## config.mk

```make
export PLATFORM = sky130hd
export DESIGN_NAME = branch_cmp_seq
export DESIGN_NICKNAME = d
export VERILOG_FILES = /design/src/rtl/nova_pkg.sv /design/src/rtl/comparatorX16.sv /design/src/rtl/branch_cmp_seq.sv
export SDC_FILE = /design/constraint.sdc
export NUM_CORES = 1
export LEC_CHECK = 0
export BUFFER_PORTS_ARGS = -buffer_cell sky130_fd_sc_hd__buf_2
export CAP_MARGIN = 5
export CELL_PAD_IN_SITES_DETAIL_PLACEMENT = 0
export CELL_PAD_IN_SITES_GLOBAL_PLACEMENT = 2
export CORE_UTILIZATION = 34
export CTS_BUF_LIST = sky130_fd_sc_hd__clkbuf_2
export DETAILED_ROUTE_END_ITERATION = 10
export GPL_TIMING_DRIVEN = 0
export PLACE_DENSITY_LB_ADDON = 0.1
export SYNTH_ARGS = -nofsm -noshare
export SYNTH_HDL_FRONTEND = slang
export SYNTH_SLANG_ARGS = --single-unit
```

## constraint.sdc

```tcl
create_clock -name clk -period 3.2 [get_ports clk]
set_input_delay 0.48 -clock clk [delete_from_list [all_inputs] [get_ports clk]]
set_output_delay 0.48 -clock clk [all_outputs]
set_load 0.005 [all_outputs]
```

## src/rtl/nova_pkg.sv

```systemverilog
// Shared NovaEdge32 branch-compare definitions: widths, funct3 codes,
// sequencer states and the taken/illegal decode.
package nova_pkg;

    localparam int XLEN = 32;
    localparam int HALF = XLEN / 2;

    localparam logic [2:0] BR_BEQ  = 3'b000;
    localparam logic [2:0] BR_BNE  = 3'b001;
    localparam logic [2:0] BR_BLT  = 3'b100;
    localparam logic [2:0] BR_BGE  = 3'b101;
    localparam logic [2:0] BR_BLTU = 3'b110;
    localparam logic [2:0] BR_BGEU = 3'b111;

    typedef enum logic [1:0] {
        IDLE = 2'd0,
        HI   = 2'd1,
        LO   = 2'd2,
        DONE = 2'd3
    } br_state_t;

    typedef struct packed {
        logic taken;
        logic illegal;
    } br_decision_t;

    // 010/011 are not branch encodings; they report illegal and never take.
    function automatic br_decision_t decode_branch(input logic [2:0] f3,
                                                   input logic       eq,
                                                   input logic       lt);
        br_decision_t d;
        d.taken   = 1'b0;
        d.illegal = 1'b0;
        case (f3)
            BR_BEQ:           d.taken = eq;
            BR_BNE:           d.taken = ~eq;
            BR_BLT, BR_BLTU:  d.taken = lt;
            BR_BGE, BR_BGEU:  d.taken = ~lt;
            default:          d.illegal = 1'b1;
        endcase
        return d;
    endfunction

endpackage

```

## src/rtl/comparatorX16.sv

```systemverilog
// 16-bit magnitude comparator with selectable two's-complement interpretation.
module comparatorX16
    import nova_pkg::*;
(
    input  logic [HALF-1:0] x,
    input  logic [HALF-1:0] y,
    input  logic            sign,
    output logic            eq,
    output logic            gt,
    output logic            lt
);

    always_comb begin
        eq = (x == y);
        lt = sign ? ($signed(x) < $signed(y)) : (x < y);
        gt = ~eq & ~lt;
    end

endmodule

```

## src/rtl/branch_cmp_seq.sv

```systemverilog
// Multi-cycle branch compare: upper halves first (signedness per funct3),
// lower halves unsigned only when the upper halves tie.
module branch_cmp_seq
    import nova_pkg::*;
(
    input  logic            clk,
    input  logic            reset,
    input  logic            flush,
    input  logic            in_valid,
    output logic            in_ready,
    input  logic [XLEN-1:0] rs1,
    input  logic [XLEN-1:0] rs2,
    input  logic [2:0]      funct3,
    output logic            out_valid,
    input  logic            out_ready,
    output logic            taken,
    output logic            equal,
    output logic            greater,
    output logic            less,
    output logic            illegal
);

    br_state_t       state_q, state_d;
    logic [XLEN-1:0] op1_q, op1_d;
    logic [XLEN-1:0] op2_q, op2_d;
    logic [2:0]      funct3_q, funct3_d;
    logic            signed_q, signed_d;
    logic            equal_q, equal_d;
    logic            greater_q, greater_d;
    logic            less_q, less_d;
    logic            taken_q, taken_d;
    logic            illegal_q, illegal_d;

    logic [HALF-1:0] cmp_x, cmp_y;
    logic            cmp_sign, cmp_eq, cmp_gt, cmp_lt;
    br_decision_t    dec;

    comparatorX16 u_cmp (
        .x    (cmp_x),
        .y    (cmp_y),
        .sign (cmp_sign),
        .eq   (cmp_eq),
        .gt   (cmp_gt),
        .lt   (cmp_lt)
    );

    assign in_ready  = (state_q == IDLE) && !flush;
    assign out_valid = (state_q == DONE);
    assign taken     = taken_q;
    assign equal     = equal_q;
    assign greater   = greater_q;
    assign less      = less_q;
    assign illegal   = illegal_q;

    // The lower half carries no sign, so sign is only ever applied in HI.
    always_comb begin
        cmp_x    = (state_q == HI) ? op1_q[XLEN-1:HALF] : op1_q[HALF-1:0];
        cmp_y    = (state_q == HI) ? op2_q[XLEN-1:HALF] : op2_q[HALF-1:0];
        cmp_sign = (state_q == HI) && signed_q;
    end

    always_comb begin
        state_d   = state_q;
        op1_d     = op1_q;
        op2_d     = op2_q;
        funct3_d  = funct3_q;
        signed_d  = signed_q;
        equal_d   = equal_q;
        greater_d = greater_q;
        less_d    = less_q;
        taken_d   = taken_q;
        illegal_d = illegal_q;
        dec       = decode_branch(funct3_q, cmp_eq, cmp_lt);

        if (flush) begin
            state_d = IDLE;
        end else begin
            case (state_q)
                IDLE: begin
                    if (in_valid && in_ready) begin
                        op1_d    = rs1;
                        op2_d    = rs2;
                        funct3_d = funct3;
                        signed_d = ~funct3[1];
                        state_d  = HI;
                    end
                end
                HI: begin
                    if (!cmp_eq) begin
                        equal_d   = 1'b0;
                        greater_d = cmp_gt;
                        less_d    = cmp_lt;
                        taken_d   = dec.taken;
                        illegal_d = dec.illegal;
                        state_d   = DONE;
                    end else begin
                        state_d = LO;
                    end
                end
                LO: begin
                    equal_d   = cmp_eq;
                    greater_d = cmp_gt;
                    less_d    = cmp_lt;
                    taken_d   = dec.taken;
                    illegal_d = dec.illegal;
                    state_d   = DONE;
                end
                DONE: begin
                    if (out_ready) state_d = IDLE;
                end
                default: state_d = IDLE;
            endcase
        end
    end

    always_ff @(posedge clk or posedge reset) begin
        if (reset) begin
            state_q   <= IDLE;
            op1_q     <= '0;
            op2_q     <= '0;
            funct3_q  <= '0;
            signed_q  <= 1'b0;
            equal_q   <= 1'b0;
            greater_q <= 1'b0;
            less_q    <= 1'b0;
            taken_q   <= 1'b0;
            illegal_q <= 1'b0;
        end else begin
            state_q   <= state_d;
            op1_q     <= op1_d;
            op2_q     <= op2_d;
            funct3_q  <= funct3_d;
            signed_q  <= signed_d;
            equal_q   <= equal_d;
            greater_q <= greater_d;
            less_q    <= less_d;
            taken_q   <= taken_d;
            illegal_q <= illegal_d;
        end
    end

endmodule

```

==> impl_metrics.csv, run 1 <==
group,metric,value,unit
run_status,outcome,"finished clean",
worst_setup_path,path_max_fanout,10,
layout,area.growth.synth_to_final,22.0,%
detailed_routing,drt_pass1_iterations,4,
clock_network,cts.htree.levels,3,
yosys,synth_sequential_area_ratio,50.8,%
worst_setup_path,critical_path.startpoint_type,"flip-flop",
detailed_routing,wire_per_inst,16.3,um
detailed_routing,detail_route.wirelength,8210,um
die,dieHeight,106,um
timing,fmaxAchievable,330,MHz
timing,tns,0,ps
global_route,grt_pass1_vias,2614,
yosys,synth_cell_types,34,
timing,timing.final.hold_violations,0,
clock_network,clock_pin_slew_on_the_worst_setup_and_hold_paths,200,ps
detailed_routing,detail_route.vias_per_cell,4.74,
power_and_ir_drop,combinationalPowerShare,50.8,%
detailed_routing,drt-initial-drc-count,61,
layout,nFillCells,1041,
die,fp.dieW,106,um
detailed_routing,drt.antenna.violating_nets,0,
layout,fin_util,43.3,%
worst_setup_path,cp_data_required_time,3590,ps
yosys,synth_compound_area_share,4.60,%
die,floorplan.die_area,11300,sq um
yosys,netlist_instances,273,
global_route,grt_first_pass_wirelength,13300,um
global_route,antenna_found_initial,0,
clock_network,tritoncts,"built",
global_route,largest_net_degree_at_the_start_of_global_routing,64,
power_and_ir_drop,power.ir.vdd_worst,0.381,mV
yosys,syn_nets,365,
power_and_ir_drop,total_leakage_power,0.00208,uW
worst_setup_path,worst_setup_path_end_kind,"flip-flop",
global_route,global_route.overflow_total,0,
power_and_ir_drop,power.share.clock,13.9,%
layout,fraction_of_layout_cells_with_a_size_suffix_above_1,54.7,%
yosys,post_synth.cell_area_avg,13.5,sq um
yosys,synth-seq-cells,75,
clock_network,cts_sinks,75,
timing,grt_setup_unrepaired,"false",
timing,setup_viol,0,
yosys,synth_top_family_by_area,"multiplexers",
worst_hold_path,holdCritPathClass,"input port to flip-flop",
placement,place_congestion,0.681,
worst_setup_path,critical_path_arrival,3420,ps
yosys,synth_mux_area_share,30.5,%
power_and_ir_drop,netSwitchingFraction,36.2,%
worst_setup_path,timing.setup.critical_path_class,"flip-flop to flip-flop",
yosys,synthXorXnorAreaFrac,0.237,%
timing,final_period_minus_worst_setup_slack,3030,ps
power_and_ir_drop,power.switching,1710,uW
power_and_ir_drop,internal-power,3010,uW
layout,diodes,0,
power_and_ir_drop,seq_power_share,35.3,%
die,placement_rows,37,
die,design.portCount,79,
yosys,synth_area_leader_cell,"dfrtp_1",
run,max-cap-violations,0,
timing,report.final.slew_viol_count,0,
placement,place.detailed.hpwl,6070,um
clock_network,cts-root-buf,"clkbuf_2",
detailed_routing,num_vias,2393,
yosys,netlist_area,3700,sq um
clock_network,tritoncts.num_buffers,9,
timing,max_slew_headroom,77.7,%
power_and_ir_drop,p_per_area,1050,nW/um^2
placement,number_of_port_buffers,78,
timing,worst-slew-pin-transition,335,ps
clock_network,max-clock-path-buffers,2,
yosys,yosys.area_share.adder,6.77,%
yosys,largest_cells_by_area_after_synthesis,"dfrtp_1, mux2_2, ha_1",
die,start_util,35.5,%
timing,worst_clock_skew,24.2,ps
clock_network,clk_latency,500,ps
yosys,synth_top_area_share,50.8,%
timing,final_min_period_over_clock_period,94.8,%
detailed_routing,drc_errors,0,
yosys,yosys.area_share.simple,4.70,%
layout,finish.net_count,457,
yosys,synth_warnings,0,
die,coreArea,10400,sq um
global_route,globalRouteTotalUtil,15.9,%
-- final timing paths --
check,from,to,slack [ps],depth (start not counted)
min in group asynchronous,reset,op2_q[4],420,3
max reg2reg,state_q[1],less,170,12
min reg2reg,greater,greater,520,2
max in group asynchronous,reset,signed_q,2210,4
max,state_q[1],less,170,12
min,funct3[1],signed_q,180,2
-- per-stage QoR --
step	cells	cell area (sq um)	setup WS (ps)	power, uW	hold slack, ps
6_report	505	4510	168	4720	179
5_1_grt	505	4510	2.50	5160	115
4_1_cts	504	4490	13.2	4760	123
3_5_place_dp	488	4290	-574	3970	410
3_3_place_gp	487	4260	-502	3920	482
2_1_floorplan	273	3700	229	3350	473
-- placed cells by master, fill, tap and decap left out, types with 4 or more instances in the layout --
cell	instances
ha_1	20
dfrtp_1	75
mux2_2	85
inv_1	7
a21oi_1	7
buf_2	82
clkbuf_2	10
mux2i_1	17
buf_4	5
nor2_1	4
nand2_1	9
-- area by class of cell --
| cell class | count | area (sq um) | share of cell area [%] |
|---|---|---|---|
| clock buffers | 10 | 50.0 | 1.11 |
| well taps | 136 | 170 | 3.77 |
| clock inverters | 5 | 103 | 2.27 |
| plain buffers | 11 | 87.6 | 1.94 |
| flip-flops and latches | 75 | 1880 | 41.6 |
| multi-input cells | 179 | 1760 | 38.9 |
| repair buffers | 81 | 435 | 9.65 |
| inverters | 8 | 32.5 | 0.721 |
-- power by group through the flow --
stage / combinational [uW] / clock [uW] / sequential (uW)
2_1_floorplan: 1730 / 0 / 1620
3_3_place_gp: 2230 / 0 / 1680
3_5_place_dp: 2270 / 0 / 1700
4_1_cts: 2400 / 691 / 1670
5_1_grt: 2700 / 727 / 1730
6_report: 2400 / 658 / 1660
-- synth_stat cells --
master and instances:
mux2_2 85, dfrtp_1 75, ha_1 20, mux2i_1 17, nand2_1 9, inv_1 8, a21oi_1 7, buf_2 6
nor2_1 5, o21ai_0 5, buf_4 3, nand4_1 3, nor2b_1 3, a211oi_1 2, a221oi_1 2, a31oi_1 2
buf_1 2, nand2b_1 2, nand3_1 2, a22oi_1 1, a311o_1 1, a32oi_1 1, and2_4 1, and2b_1 1
nand3b_1 1, nand4_2 1, nor3_2 1, o221ai_1 1, o311a_1 1, o31ai_1 1, o31ai_2 1, or2_2 1
or3b_2 1, xnor2_1 1
-- critical path, stage by stage, from the launching register on --
cell,delay (ps)
dfrtp_1,450
inv_1,90
ha_1,140
clkbuf_4,230
buf_8,180
mux2_2,370
ha_1,340
a21oi_1,150
nand2_1,110
a221oi_4,360
or2_2,180
nand2_1,60
mux2_2,250
-- routing by layer --
metal | global-route usage, % | share of wire, % | wire length (um) | vias up
met2 | 26.3 | 48 | 3920 | 53
met1 | 20.3 | 47 | 3850 | 1149
met4 | 5.36 | 1.3 | 107 | 0
met5 | 0 | 0 | 0 | -
met3 | 3.80 | 4.1 | 336 | 11
li1 | - | - | - | 1180
-- cell families after synthesis --
family,count (synthesis)
AO/OA/AOI/OAI,25
XOR/XNOR,1
adder cells (fa/ha/maj),20
buffers and inverters,19
flip-flops,75
multiplexers,102
AND/OR/NAND/NOR,31
-- flip-flops by register name, indices dropped and copies added, names as in the netlist --
register and flops:
taken 1, equal 1, state_q 2, illegal 1, op2_q 32, funct3_q 3
signed_q 1, greater 1, op1_q 32, less 1
-- what timing repair did --
| item | in CTS | in global routing |
|---|---|---|
| hold endpoints to repair | 12 | 0 |
| buffers inserted | 0 | 1 |
| pin swaps | 1 | 1 |
| setup endpoints to repair | 6 | 3 |
| gates resized for setup | 11 | 6 |
| hold buffers | 1 | 0 |
No activity file was read; power rests on OpenSTA's default activity.
==> run 2: changes to the inputs <==
--- a/config.mk
+++ b/config.mk
@@ -13,7 +13,8 @@
 export CTS_BUF_LIST = sky130_fd_sc_hd__clkbuf_2
 export DETAILED_ROUTE_END_ITERATION = 10
 export GPL_TIMING_DRIVEN = 0
-export PLACE_DENSITY_LB_ADDON = 0.1
+export PLACE_DENSITY = 0.83
+export REMOVE_ABC_BUFFERS = 1
 export SYNTH_ARGS = -nofsm -noshare
 export SYNTH_HDL_FRONTEND = slang
 export SYNTH_SLANG_ARGS = --single-unit
==> impl_metrics.csv, run 2 (synthesis results as in run 1) <==
group,metric,value,unit
die,start_util,35.5,%
layout,nFillCells,1005,
timing,worst-slew-pin-transition,906,ps
clock_network,clock_pin_slew_on_the_worst_setup_and_hold_paths,190,ps
placement,post_dp_cell_area,4250,sq um
worst_setup_path,timing.critical_path.mode_cell,"inv_1",
clock_network,cts_sinks,75,
die,placement_rows,37,
die,dieHeight,106,um
layout,top_regs,"op1_q: 32 flops, op2_q: 32 flops, funct3_q: 3 flops",
clock_network,tritoncts,"built",
layout,area.growth.synth_to_final,18.6,%
worst_setup_path,critical_path_arrival,3380,ps
run,max-cap-violations,0,
worst_setup_path,cp_top_family,"simple AND/OR/NAND/NOR gates",
worst_setup_path,cp_cell_sequence,"inv_1 > ha_4 > buf_12 > mux2_2 > ha_1 > nand4_2 > inv_1 > a221oi_2 > or3b_2 > o311a_1 > o31ai_2",
detailed_routing,num_vias,2364,
worst_setup_path,timing.rr.start,"state_q[1]",
detailed_routing,met2_length,3190,um
placement,place.detailed.hpwl,5040,um
placement,place_congestion,0.707,
global_route,grt_pass1_vias,2539,
worst_setup_path,path_max_fanout,27,
detailed_routing,detail_route.vias_per_cell,4.77,
layout,final_cell_mix,"mux2_2, buf_2, dfrtp_1",
clock_network,cts.htree.levels,3,
layout,regArea,1880,sq um
power_and_ir_drop,p_per_area,990,nW/um^2
global_route,largest_net_degree_at_the_start_of_global_routing,68,
timing,final_period_minus_worst_setup_slack,2950,ps
layout,fraction_of_layout_cells_with_a_size_suffix_above_1,53.3,%
detailed_routing,drt_pass1_iterations,6,
timing,final_min_period_over_clock_period,92.3,%
detailed_routing,met3_length,363,um
detailed_routing,drt-initial-drc-count,59,
timing,max_slew_headroom,39.6,%
timing,timing.final.hold_violations,0,
die,design.portCount,79,
worst_setup_path,critical-path-slowest-cell,"or3b_2",
power_and_ir_drop,power.ir.vdd_worst,0.395,mV
clock_network,cts-root-buf,"clkbuf_2",
detailed_routing,metal_1_wl,3300,um
worst_hold_path,holdCritPathClass,"input port to flip-flop",
worst_setup_path,critical_path.startpoint_type,"flip-flop",
clock_network,max-clock-path-buffers,2,
global_route,grt_first_pass_wirelength,12100,um
worst_setup_path,timing.setup.critical_path_class,"flip-flop to flip-flop",
worst_setup_path,rrSetupSlack,250,ps
layout,diodes,0,
worst_setup_path,path_buf_inv,3,
global_route,global_route.overflow_total,0,
worst_setup_path,worst_setup_path_end_kind,"flip-flop",
timing,fmaxAchievable,339,MHz
clock_network,tritoncts.num_buffers,9,
detailed_routing,wire_per_inst,14.1,um
worst_hold_path,whs_endpoint,"state_q[1]",
worst_setup_path,worst_path_largest_cell_delay,480,ps
layout,fin_util,42.1,%
timing,hold_slack,184,ps
detailed_routing,highest-signal-layer,"met4",
global_route,globalRouteTotalUtil,14.1,%
layout,layout.cells.most_common,"mux2_2",
timing,report.final.slew_viol_count,0,
timing,grt_setup_unrepaired,"false",
detailed_routing,drt.antenna.violating_nets,0,
worst_setup_path,cp.depth,11,
die,fp.dieW,106,um
detailed_routing,detail_route.wirelength,7010,um
run_status,outcome,"finished clean",
timing,setup_viol,0,
worst_setup_path,reg2reg_depth,11,
layout,finalInstanceArea,4390,sq um
die,coreArea,10400,sq um
die,floorplan.die_area,11300,sq um
layout,area_used_by_multi_input_combinational_logic,1760,sq um
global_route,antenna_found_initial,0,
clock_network,clk_latency,500,ps
worst_setup_path,cp_data_required_time,3630,ps
detailed_routing,drc_errors,0,
worst_hold_path,startpoint_of_the_tightest_hold_check_path,"flush",
placement,number_of_port_buffers,78,
layout,finish.net_count,448,
timing,worst_clock_skew,12.6,ps
power_and_ir_drop,total_leakage_power,0.00204,uW
worst_setup_path,rr_endpoint,"taken",
worst_hold_path,whs_path_depth,2,
## run 2: how the worst max path moves through the flow
stage	startpoint	slack, ps	endpoint
2_1_floorplan	state_q[1]	-280	less
3_3_place_gp	state_q[1]	-1130	taken
3_5_place_dp	state_q[1]	-120	taken
4_1_cts	state_q[1]	7	taken
5_1_grt	state_q[1]	50	taken
6_report	state_q[1]	250	taken
## run 2: what timing repair did
action | CTS | global route
buffers inserted | 0 | 2
gates cloned | 0 | 0
hold buffers | 1 | 0
endpoints found under the setup margin | 4 | 4
resized for setup | 2 | 3
hold endpoints to repair | 36 | 0
## run 2: layout make-up
class                      instances  share of cell area [%]
sequential                        75                    42.8
multi-input combinational        179                    40.2
timing repair buffer              83                    10.7
tap                              136                    3.88
clock buffer                      11                    1.26
inverter                           8                   0.742
clock inverter                     4                   0.428
## run 2: routing by layer
| metal | global-route usage [%] | up-vias |
|---|---|---|
| met1 | 18.5 | 1144 |
| met3 | 3.74 | 11 |
| met5 | 0 | - |
| met4 | 7.74 | 0 |
| li1 | - | 1155 |
| met2 | 21.2 | 54 |
## run 2: stage by stage
stage / instances / total power [uW] / worst slack (ps) / setup TNS [ps]
after floorplan: 262 / 3340 / -280 / -896
after global placement: 476 / 3850 / -1130 / -36670
after detailed placement: 478 / 3900 / -119 / -272
after CTS: 494 / 4350 / 7.23 / 0
after global routing: 496 / 4780 / 53.0 / 0
final: 496 / 4340 / 246 / 0
## run 2: power by group
group	total, uW	switching, uW	internal, uW
sequential	1670	244	1420
clock	413	314	98.7
combinational	2260	1040	1220
==> run 3: changes to the inputs <==
--- a/config.mk
+++ b/config.mk
@@ -5,15 +5,15 @@
 export SDC_FILE = /design/constraint.sdc
 export NUM_CORES = 1
 export LEC_CHECK = 0
-export BUFFER_PORTS_ARGS = -buffer_cell sky130_fd_sc_hd__buf_2
 export CAP_MARGIN = 5
 export CELL_PAD_IN_SITES_DETAIL_PLACEMENT = 0
 export CELL_PAD_IN_SITES_GLOBAL_PLACEMENT = 2
-export CORE_UTILIZATION = 34
+export CORE_UTILIZATION = 40
 export CTS_BUF_LIST = sky130_fd_sc_hd__clkbuf_2
 export DETAILED_ROUTE_END_ITERATION = 10
+export DONT_BUFFER_PORTS = 1
 export GPL_TIMING_DRIVEN = 0
-export PLACE_DENSITY = 0.83
+export PLACE_DENSITY = 0.84
 export REMOVE_ABC_BUFFERS = 1
 export SYNTH_ARGS = -nofsm -noshare
 export SYNTH_HDL_FRONTEND = slang
==> impl_metrics.csv, run 3 (synthesis results as in run 1) <==
group,metric,value,unit
run_status,outcome,"finished with violations",
run_status,violated_checks,"design-rule violations",
timing,report.final.slew_viol_count,0,
die,design.portCount,79,
clock_network,tritoncts.num_buffers,9,
detailed_routing,drt-initial-drc-count,76,
die,floorplan.die_area,9630,sq um
layout,final_cell_mix,"mux2_2, dfrtp_1, ha_1",
layout,top_regs,"op1_q: 32 flops, op2_q: 32 flops, funct3_q: 3 flops",
layout,finish.net_count,376,
clock_network,tritoncts,"built",
worst_setup_path,reg2reg_depth,11,
clock_network,clk_latency,510,ps
power_and_ir_drop,netSwitchingFraction,35.9,%
power_and_ir_drop,fin_total_pwr,4570,uW
power_and_ir_drop,p_per_area,1120,nW/um^2
clock_network,max-clock-path-buffers,2,
global_route,grt_pass1_vias,2317,
worst_hold_path,holdCritPathClass,"input port to flip-flop",
layout,layout.cells.most_common,"mux2_2",
worst_setup_path,timing.setup.critical_path_class,"flip-flop to flip-flop",
run,max-cap-violations,0,
power_and_ir_drop,seq_power_share,36.6,%
timing,worst-slew-pin-transition,878,ps
detailed_routing,drt_pass1_iterations,9,
worst_setup_path,rrSetupSlack,230,ps
layout,fraction_of_layout_cells_with_a_size_suffix_above_1,41.5,%
worst_setup_path,critical_path.startpoint_type,"flip-flop",
placement,place.detailed.hpwl,4880,um
clock_network,clock_pin_slew_on_the_worst_setup_and_hold_paths,230,ps
layout,area.growth.synth_to_final,10.6,%
timing,max_slew_headroom,41.5,%
detailed_routing,detail_route.wirelength,6840,um
detailed_routing,wire_per_inst,17.2,um
detailed_routing,num_vias,2138,
detailed_routing,drc_errors,3,
timing,fmaxAchievable,336,MHz
die,fp.dieW,98.1,um
timing,worst_clock_skew,39.0,ps
die,placement_rows,34,
clock_network,cts_sinks,75,
clock_network,cts-root-buf,"clkbuf_2",
timing,setup_viol,0,
worst_setup_path,path_max_fanout,7,
timing,tns,0,ps
placement,place_congestion,0.716,
clock_network,cts.htree.levels,3,
global_route,largest_net_degree_at_the_start_of_global_routing,68,
worst_setup_path,startpoint_of_the_most_critical_setup_path,"state_q[1]",
power_and_ir_drop,total_leakage_power,0.00177,uW
global_route,antenna_found_initial,0,
power_and_ir_drop,power.switching,1640,uW
detailed_routing,detail_route.vias_per_cell,5.39,
worst_setup_path,cp_data_required_time,3620,ps
worst_setup_path,crit_path_end,"taken",
timing,grt_setup_unrepaired,"false",
global_route,global_route.overflow_total,0,
power_and_ir_drop,combinationalPowerShare,50.0,%
die,coreArea,8850,sq um
timing,final_period_minus_worst_setup_slack,2970,ps
power_and_ir_drop,internal-power,2930,uW
worst_setup_path,critical_path_arrival,3400,ps
placement,number_of_port_buffers,0,
die,start_util,41.8,%
worst_setup_path,worst_setup_path_end_kind,"flip-flop",
worst_setup_path,timing.rr.start,"state_q[1]",
global_route,grt_first_pass_wirelength,11300,um
detailed_routing,drt.antenna.violating_nets,0,
power_and_ir_drop,power.share.clock,13.4,%
worst_hold_path,startpoint_of_the_tightest_hold_check_path,"funct3[1]",
layout,diodes,0,
die,dieHeight,98.1,um
timing,timing.final.hold_violations,0,
global_route,globalRouteTotalUtil,15.2,%
worst_setup_path,rr_endpoint,"taken",
timing,final_min_period_over_clock_period,92.9,%
power_and_ir_drop,power.ir.vdd_worst,0.392,mV
## run 3: cell count changes in the layout (fill, tap and decap cells not counted), sizes merged
cell         previous run  this run
buf                    82         8
clkinv                  4         1
bufinv                  0         2
clkinvlp                0         2
dlygate4sd3             1         3
clkbuf                 11        10
inv                     8         9
## run 3: what timing repair did
item,in CTS,in global routing
endpoints found under the setup margin,4,3
resized for setup,1,5
hold endpoints to repair,39,1
hold buffers,2,1
pin swaps,0,0
setup buffers,4,2
## run 3: worst min path at each step
stage	end	slack, ps	cells after the start
final	signed_q	60	1
after global routing	signed_q	5	1
after CTS	signed_q	10	1
after detailed placement	op2_q[25]	420	1
after global placement	op1_q[2]	480	1
after floorplan	greater	470	2
## run 3: critical path, stage by stage (launching register included)
cell     delay, ps
dfrtp_1        460
inv_1          120
ha_4           210
buf_4          190
mux2_2         350
ha_1           370
nand4_2        180
nor3_2         250
and2_4         210
xnor2_1         70
o311a_1        300
o31ai_2        170
## run 3: final cells by class
type | instances | area (sq um)
Fill cell | 808 | 4760
Sequential cell | 75 | 1880
Multi-Input combinational cell | 179 | 1770
Timing Repair Buffer | 11 | 135
Tap cell | 108 | 135
Clock inverter | 6 | 88.8
Clock buffer | 10 | 50.0
Inverter | 8 | 32.5
## run 3: stage by stage
| step | worst slack [ps] | std cells | hold WS (ps) | util [%] | instance area, sq um |
|---|---|---|---|---|---|
| floorplan | -280 | 262 | 473 | - | 3640 |
| global placement | -1160 | 370 | 484 | 42.6 | 3770 |
| detailed placement | -212 | 372 | 415 | 43.3 | 3830 |
| CTS | 112 | 394 | 9.89 | 45.7 | 4040 |
| global route | 29.1 | 397 | 4.87 | 46.2 | 4090 |
| finish | 227 | 397 | 56.7 | 46.2 | 4090 |
## run 3: metal layers
| metal | track usage, % | vias up | routed length [um] |
|---|---|---|---|
| met3 | 5.15 | 9 | 468 |
| li1 | - | 1014 | - |
| met2 | 23.6 | 61 | 3200 |
| met4 | 5.86 | 0 | 98 |
| met5 | 0 | - | 0 |
| met1 | 19.6 | 1054 | 3080 |
## run 3: power groups by stage
stage               combinational (uW)  clock (uW)  sequential [uW]
floorplan                         1730           0             1620
CTS                               2220         632             1680
finish                            2280         611             1670
global route                      2570         670             1740
detailed placement                2140           0             1710
global placement                  2100           0             1680
